[config.mk]
export PLATFORM = sky130hd
export DESIGN_NAME = ecc_perf_counters_mc
export DESIGN_NICKNAME = d
export VERILOG_FILES = /design/src/rtl/ecc_perf_pkg.sv /design/src/rtl/ecc_sat_counter.sv /design/src/rtl/ecc_perf_counters_mc.sv
export SDC_FILE = /design/constraint.sdc
export NUM_CORES = 2
export LEC_CHECK = 0
export BUFFER_PORTS_ARGS = -buffer_cell sky130_fd_sc_hd__buf_2
export CAP_MARGIN = 10
export CORE_MARGIN = 3
export CORE_UTILIZATION = 65
export DETAILED_ROUTE_END_ITERATION = 8
export PLACE_DENSITY_LB_ADDON = 0.3
export SKIP_LAST_GASP = 1
export SYNTH_ARGS = -nofsm -noshare
export SYNTH_HDL_FRONTEND = slang
export SYNTH_HIERARCHICAL = 1
export SYNTH_SLANG_ARGS = --single-unit
[constraint.sdc]
create_clock -name clk -period 49.7 [get_ports clk]
set_clock_uncertainty 0.2 [all_clocks]
set_input_delay 14.91 -clock clk [delete_from_list [all_inputs] [get_ports clk]]
set_output_delay 14.91 -clock clk [all_outputs]
set_load 0.02 [all_outputs]
[src/rtl/ecc_perf_pkg.sv]
`default_nettype none
// ============================================================================
// ecc_perf_pkg -- snapshot FSM states and per-channel counter-triple type
// Rev 1.0
// ============================================================================
package ecc_perf_pkg;

    typedef enum logic [1:0] {
        ST_IDLE = 2'd0,
        ST_COPY = 2'd1,
        ST_ACK  = 2'd2
    } snap_state_t;

    // One channel's counter triple, carried as per-cycle increment strobes
    typedef struct packed {
        logic words;
        logic corrected;
        logic dbl;
    } cnt_triple_t;

endpackage
`default_nettype wire

[src/rtl/ecc_sat_counter.sv]
`default_nettype none
// ============================================================================
// ecc_sat_counter -- saturating up-counter; clr loads 0 plus this cycle's inc
// Rev 1.0
// ============================================================================
module ecc_sat_counter #(
    parameter int W = 32
) (
    input  logic         clk,
    input  logic         reset,
    input  logic         inc,
    input  logic         clr,
    output logic [W-1:0] cnt,
    output logic         sat
);

    logic [W-1:0] r_cnt;
    logic         w_max;

    assign w_max = &r_cnt;

    always_ff @(posedge clk or posedge reset) begin
        if (reset) begin
            r_cnt <= '0;
        end else if (clr) begin
            r_cnt <= W'(inc);
        end else if (inc && !w_max) begin
            r_cnt <= r_cnt + W'(1);
        end
    end

    assign cnt = r_cnt;
    assign sat = w_max;

endmodule
`default_nettype wire

[src/rtl/ecc_perf_counters_mc.sv]
`default_nettype none
// ============================================================================
// ecc_perf_counters_mc -- per-channel ECC word/error counters with snapshot
// read-out; define ECC_PERF_IRQ_EN to add the thresh/irq interrupt. Rev 1.0
// ============================================================================
module ecc_perf_counters_mc
    import ecc_perf_pkg::*;
#(
    parameter  int NUM_CH = 4,
    parameter  int CNT_W  = 32,
    localparam int CH_W   = (NUM_CH > 1) ? $clog2(NUM_CH) : 1
) (
    input  logic              clk,
    input  logic              reset,
    input  logic [NUM_CH-1:0] valid,
    input  logic [NUM_CH-1:0] single_error,
    input  logic [NUM_CH-1:0] double_error,
    input  logic              snap_req,
    input  logic              snap_clr,
    input  logic [CH_W-1:0]   rd_ch,
`ifdef ECC_PERF_IRQ_EN
    input  logic [CNT_W-1:0]  thresh,
    output logic              irq,
`endif
    output logic              snap_ack,
    output logic [CNT_W-1:0]  total_words,
    output logic [CNT_W-1:0]  corrected_errors,
    output logic [CNT_W-1:0]  double_errors,
    output logic              sat
);

    cnt_triple_t       w_inc [NUM_CH];
    logic [CNT_W-1:0]  w_words [NUM_CH];
    logic [CNT_W-1:0]  w_corr  [NUM_CH];
    logic [CNT_W-1:0]  w_dbl   [NUM_CH];
    logic [NUM_CH-1:0] w_sat_words;
    logic [NUM_CH-1:0] w_sat_corr;
    logic [NUM_CH-1:0] w_sat_dbl;
    logic              w_copy;
    logic              w_live_clr;
    logic              w_any_sat;

    snap_state_t       r_state;
    logic              r_clr_lat;
    logic              r_snap_ack;
    logic              r_sat;

    logic [CNT_W-1:0]  r_sh_words [NUM_CH];
    logic [CNT_W-1:0]  r_sh_corr  [NUM_CH];
    logic [CNT_W-1:0]  r_sh_dbl   [NUM_CH];
    logic [CNT_W-1:0]  w_rd_words;
    logic [CNT_W-1:0]  w_rd_corr;
    logic [CNT_W-1:0]  w_rd_dbl;
    logic [CNT_W-1:0]  r_total_words;
    logic [CNT_W-1:0]  r_corrected_errors;
    logic [CNT_W-1:0]  r_double_errors;

`ifdef ECC_PERF_IRQ_EN
    logic [NUM_CH-1:0] w_over;
    logic              r_irq;
`endif

    // The clear lands on the same edge that copies live values into the shadows
    assign w_copy     = (r_state == ST_COPY);
    assign w_live_clr = w_copy & r_clr_lat;
    assign w_any_sat  = (|w_sat_words) | (|w_sat_corr) | (|w_sat_dbl);

    generate
        for (genvar i = 0; i < NUM_CH; i++) begin : g_ch
            assign w_inc[i].words     = valid[i];
            assign w_inc[i].dbl       = valid[i] & double_error[i];
            assign w_inc[i].corrected = valid[i] & single_error[i] & ~double_error[i];

            ecc_sat_counter #(.W(CNT_W)) u_words (
                .clk   (clk),
                .reset (reset),
                .inc   (w_inc[i].words),
                .clr   (w_live_clr),
                .cnt   (w_words[i]),
                .sat   (w_sat_words[i])
            );

            ecc_sat_counter #(.W(CNT_W)) u_corr (
                .clk   (clk),
                .reset (reset),
                .inc   (w_inc[i].corrected),
                .clr   (w_live_clr),
                .cnt   (w_corr[i]),
                .sat   (w_sat_corr[i])
            );

            ecc_sat_counter #(.W(CNT_W)) u_dbl (
                .clk   (clk),
                .reset (reset),
                .inc   (w_inc[i].dbl),
                .clr   (w_live_clr),
                .cnt   (w_dbl[i]),
                .sat   (w_sat_dbl[i])
            );

`ifdef ECC_PERF_IRQ_EN
            assign w_over[i] = (w_corr[i] >= thresh);
`endif
        end
    endgenerate

    always_ff @(posedge clk or posedge reset) begin
        if (reset) begin
            r_state    <= ST_IDLE;
            r_clr_lat  <= 1'b0;
            r_snap_ack <= 1'b0;
        end else begin
            r_snap_ack <= 1'b0;
            case (r_state)
                ST_IDLE: begin
                    if (snap_req) begin
                        r_state   <= ST_COPY;
                        r_clr_lat <= snap_clr;
                    end
                end
                ST_COPY: begin
                    r_state    <= ST_ACK;
                    r_snap_ack <= 1'b1;
                end
                ST_ACK:  r_state <= ST_IDLE;
                default: r_state <= ST_IDLE;
            endcase
        end
    end

    always_ff @(posedge clk or posedge reset) begin
        if (reset) begin
            for (int i = 0; i < NUM_CH; i++) begin
                r_sh_words[i] <= '0;
                r_sh_corr[i]  <= '0;
                r_sh_dbl[i]   <= '0;
            end
        end else if (w_copy) begin
            for (int i = 0; i < NUM_CH; i++) begin
                r_sh_words[i] <= w_words[i];
                r_sh_corr[i]  <= w_corr[i];
                r_sh_dbl[i]   <= w_dbl[i];
            end
        end
    end

    // Unmatched selects (rd_ch >= NUM_CH) fall through to zero
    always_comb begin
        w_rd_words = '0;
        w_rd_corr  = '0;
        w_rd_dbl   = '0;
        for (int i = 0; i < NUM_CH; i++) begin
            if (rd_ch == CH_W'(i)) begin
                w_rd_words = r_sh_words[i];
                w_rd_corr  = r_sh_corr[i];
                w_rd_dbl   = r_sh_dbl[i];
            end
        end
    end

    always_ff @(posedge clk or posedge reset) begin
        if (reset) begin
            r_total_words      <= '0;
            r_corrected_errors <= '0;
            r_double_errors    <= '0;
            r_sat              <= 1'b0;
        end else begin
            r_total_words      <= w_rd_words;
            r_corrected_errors <= w_rd_corr;
            r_double_errors    <= w_rd_dbl;
            r_sat              <= w_live_clr ? 1'b0 : (r_sat | w_any_sat);
        end
    end

`ifdef ECC_PERF_IRQ_EN
    always_ff @(posedge clk or posedge reset) begin
        if (reset) begin
            r_irq <= 1'b0;
        end else if (w_live_clr) begin
            r_irq <= 1'b0;
        end else if ((thresh != '0) && (|w_over)) begin
            r_irq <= 1'b1;
        end
    end

    assign irq = r_irq;
`endif

    assign snap_ack         = r_snap_ack;
    assign total_words      = r_total_words;
    assign corrected_errors = r_corrected_errors;
    assign double_errors    = r_double_errors;
    assign sat              = r_sat;

endmodule
`default_nettype wire

==> summary.md <==
| Metric | Value |
|---|---|
| Yosys cell types | `55` |
| Largest net degree at the start of global routing | `189` |
| Initial core utilization | `66.2%` |
| Io pins | `116` |
| LEAKAGE | `20.7 nW` |
| R2r startpoint | `r_state[1]` |
| Yosys Warn Count | `6` |
| Tmin final | `17.26 ns` |
| Pwr/cell area | `36.4 mW/mm2` |
| Hold WC Path Type | `reg -> reg` |
| Worst-path fanout max | `13` |
| Worst path max stage delay | `0.71 ns` |
| Core Area | `0.0649 mm2` |
| Syn Inst Count | `3599` |
| Register area share after synthesis | `50.6%` |
| Hold Startpoint | `r_state[0]` |
| Util after Layout | `72.5%` |
| Non-Filler Instances | `4578` |
| CP Cell Sequence | `buf_2, nand2_1, nor2_1, nand3_1, nor2_1, nand4_1, nor4_1, mux2_2` |
| RD Place Congestion | `0.907` |
| WL per Instance | `24.3 um` |
| Post_cts resized | `0` |
| Max-cap violations | `0` |
| Drt pass-1 iters | `6` |
| DP HPWL | `73.9 mm` |
| Worst Tran Pin Value | `1.28 ns` |
| Via-per-instance ratio | `6.83` |
| Slew Limit Fails | `0` |
| # Post-CTS Setup Buffers | `0` |
| Reg2Reg Capture Point | `g_ch[2].u_dbl/cnt[6]` |
| Net Count, Synth | `3629` |
| RSZ-0062 raised after global routing | `no` |
| Family with the most delay on the worst path | `simple AND/OR/NAND/NOR gates` |
| Max Fclk | `57.9 MHz` |
| Grt total ovfl | `0` |
| Crit-path slowest cell | `nor2_1` |
| Setup TNS Final | `0 ns` |
| Layout cells sized above 1 | `24.9%` |
| Most common library cell in the layout ignoring fill and taps | `dfrtp_1` |
| Status | `completed` |
| Vias in the first global route | `30400` |
| CP most frequent cell | `nor2_1` |
| CTS root buffer | `clkbuf_16` |
| Starting DRT DRC Count | `3757` |
| Num rows | `93` |
| Most frequent cells in the layout | `dfrtp_1, mux2_4, a21oi_1` |
| R2R depth | `7` |
| Post-synthesis area per instance | `11.9 um2` |
| Clk pin slew, worst setup/hold paths | `0.07 ns` |
| Vias post-DR | `31300` |
| Worst Setup End Kind | `register` |
| Overall power | `0.00171 W` |
| Hold Buf Count CTS | `0` |
| Final setup vio count | `0` |
| Number of I/O port buffers | `115` |
| H-Tree Depth | `3` |
| Crit path DAT | `17.60 ns` |
| Hold Path Depth | `1` |
| Placed Instances | `4408` |
| Hold EP | `r_state[0]` |
| Clk_lat worst skew | `0.65 ns` |
| FILL cells | `4238` |
| Setup CP Type | `in -> reg` |
| Die width | `263 um` |
| Reg area | `0.0217 mm2` |
| First-pass GRT wire length | `177 mm` |
| Worst vdd ir | `0.0000302 V` |
| Die Ht | `263 um` |
| CTS tree | `done` |
| Nets@finish | `3679` |
| WL final | `111 mm` |
| GRT Overall Usage | `32.1%` |
| Area of the multi-input gates | `0.0198 mm2` |
| Crit path from | `valid[1]` |
| WP data required | `50.04 ns` |
| # DRC | `0` |
| Routed Antenna Nets | `0` |
| CP startpoint kind | `input pin` |
| #FFs+latches synth | `869` |
| Die area | `0.0693 mm2` |
| Synth Cell Area | `0.0430 mm2` |
| Initial antenna violation count | `3` |
| Setup slack, reg-to-reg | `45.45 ns` |
| CTS Buffer Depth | `3` |
| Area grow syn2layout | `9.43%` |
| Worst path bufs/invs | `1` |
| Total CTS buffers | `89` |
| Endpoints failing hold | `0` |
| Fin crit share | `34.7%` |
| Rel. slew slack | `13.8%` |
| Clk sinks | `869` |
[kinds of logic after synthesis]
logic type,Yosys count,synth area share (%)
AOI/OAI and AO/OA,626,8.73
xor gates and xnor gates,26,0.530
adders and majority gates,12,0.349
DFF,869,50.6
buffers and inverters,270,3.60
muxes,526,18.9
and+or+nand+nor,1270,17.3
[metrics by stage]
step	hold WS [ns]	setup WS [ns]	instance area (um2)
floorplan	0.231	21.06	43000
global placement	0.269	31.85	43800
detailed placement	0.291	31.78	43800
CTS	0.303	32.45	47000
global route	0.312	32.19	47000
finish	0.285	32.44	47100
[flip-flops by register name, summed over array words and instances (netlist names)]
register / count
r_sh_words: 128
sat: 1
corrected_errors: 32
total_words: 32
double_errors: 32
g_ch.u_corr/cnt: 128
r_state: 2
snap_ack: 1
r_sh_corr: 128
g_ch.u_dbl/cnt: 128
r_clr_lat: 1
r_sh_dbl: 128
g_ch.u_words/cnt: 128
[routing by layer]
layer / track usage, % / routed length (um) / vias up / share of wire [%]
met1: 46.7 / 46400 / 15900 / 42
met4: 11.3 / 4390 / 2 / 4.0
li1: - / - / 13700 / -
met3: 5.32 / 8850 / 244 / 8.0
met5: 0 / 13 / - / 0.012
met2: 49.4 / 51400 / 1442 / 46
[worst max path at each step]
stage	depth (start not counted)	endpoint	slack (ns)
2_1_floorplan	1	corrected_errors[0]	21.06
3_3_place_gp	8	g_ch[1].u_corr/cnt[27]	31.85
3_5_place_dp	8	g_ch[1].u_corr/cnt[27]	31.78
4_1_cts	8	g_ch[1].u_corr/cnt[27]	32.45
5_1_grt	8	g_ch[1].u_corr/cnt[27]	32.19
6_report	8	g_ch[1].u_corr/cnt[27]	32.44
[where the power goes]
part	internal [W]	switching, W	leakage, nW
clock	0.000438	0.000286	1.58
combinational	0.0000816	0.0000977	7.12
sequential	0.000752	0.0000584	12.0
total	0.00127	0.000442	20.7
[Yosys cell counts (all sizes together)]
| master | n | share of area (%) |
|---|---|---|
| a211oi | 14 | 0.24 |
| a21o | 1 | 0.017 |
| a21oi | 285 | 3.3 |
| a311o | 11 | 0.26 |
| a311oi | 13 | 0.26 |
| a31oi | 3 | 0.044 |
| a41oi | 11 | 0.22 |
| and2 | 38 | 0.55 |
| and3 | 37 | 0.54 |
| and4 | 56 | 1.1 |
| buf | 101 | 2.1 |
| clkbuf | 93 | 0.86 |
| dfrtp | 869 | 51 |
| ha | 12 | 0.35 |
| inv | 76 | 0.66 |
| mux2 | 430 | 14 |
| mux4 | 96 | 5.0 |
| nand2 | 169 | 1.5 |
| nand2b | 12 | 0.17 |
| nand3 | 127 | 1.5 |
| nand3b | 11 | 0.19 |
| nand4 | 162 | 2.5 |
| nand4b | 1 | 0.020 |
| nor2 | 185 | 1.6 |
| nor2b | 49 | 0.72 |
| nor3 | 53 | 0.74 |
| nor3b | 12 | 0.21 |
| nor4 | 46 | 0.83 |
| o2111ai | 11 | 0.22 |
| o211ai | 1 | 0.017 |
| o21ai | 134 | 1.6 |
| o21bai | 13 | 0.23 |
| o311ai | 1 | 0.020 |
| o31ai | 116 | 2.0 |
| o41ai | 12 | 0.29 |
| or2 | 36 | 0.53 |
| or3 | 135 | 2.0 |
| or4 | 141 | 2.6 |
| xnor2 | 14 | 0.29 |
| xor2 | 12 | 0.24 |
[layout make-up]
type / count / share of cell area [%]
well taps: 855 / 2.27
multi-input cells: 2460 / 42.1
repair buffers: 153 / 2.00
flip-flops and latches: 869 / 46.2
inverters: 76 / 0.622
clock inverters: 46 / 1.31
diodes: 2 / 0.0106
clock buffers: 117 / 5.48
No activity file was read; power rests on OpenSTA's default activity.
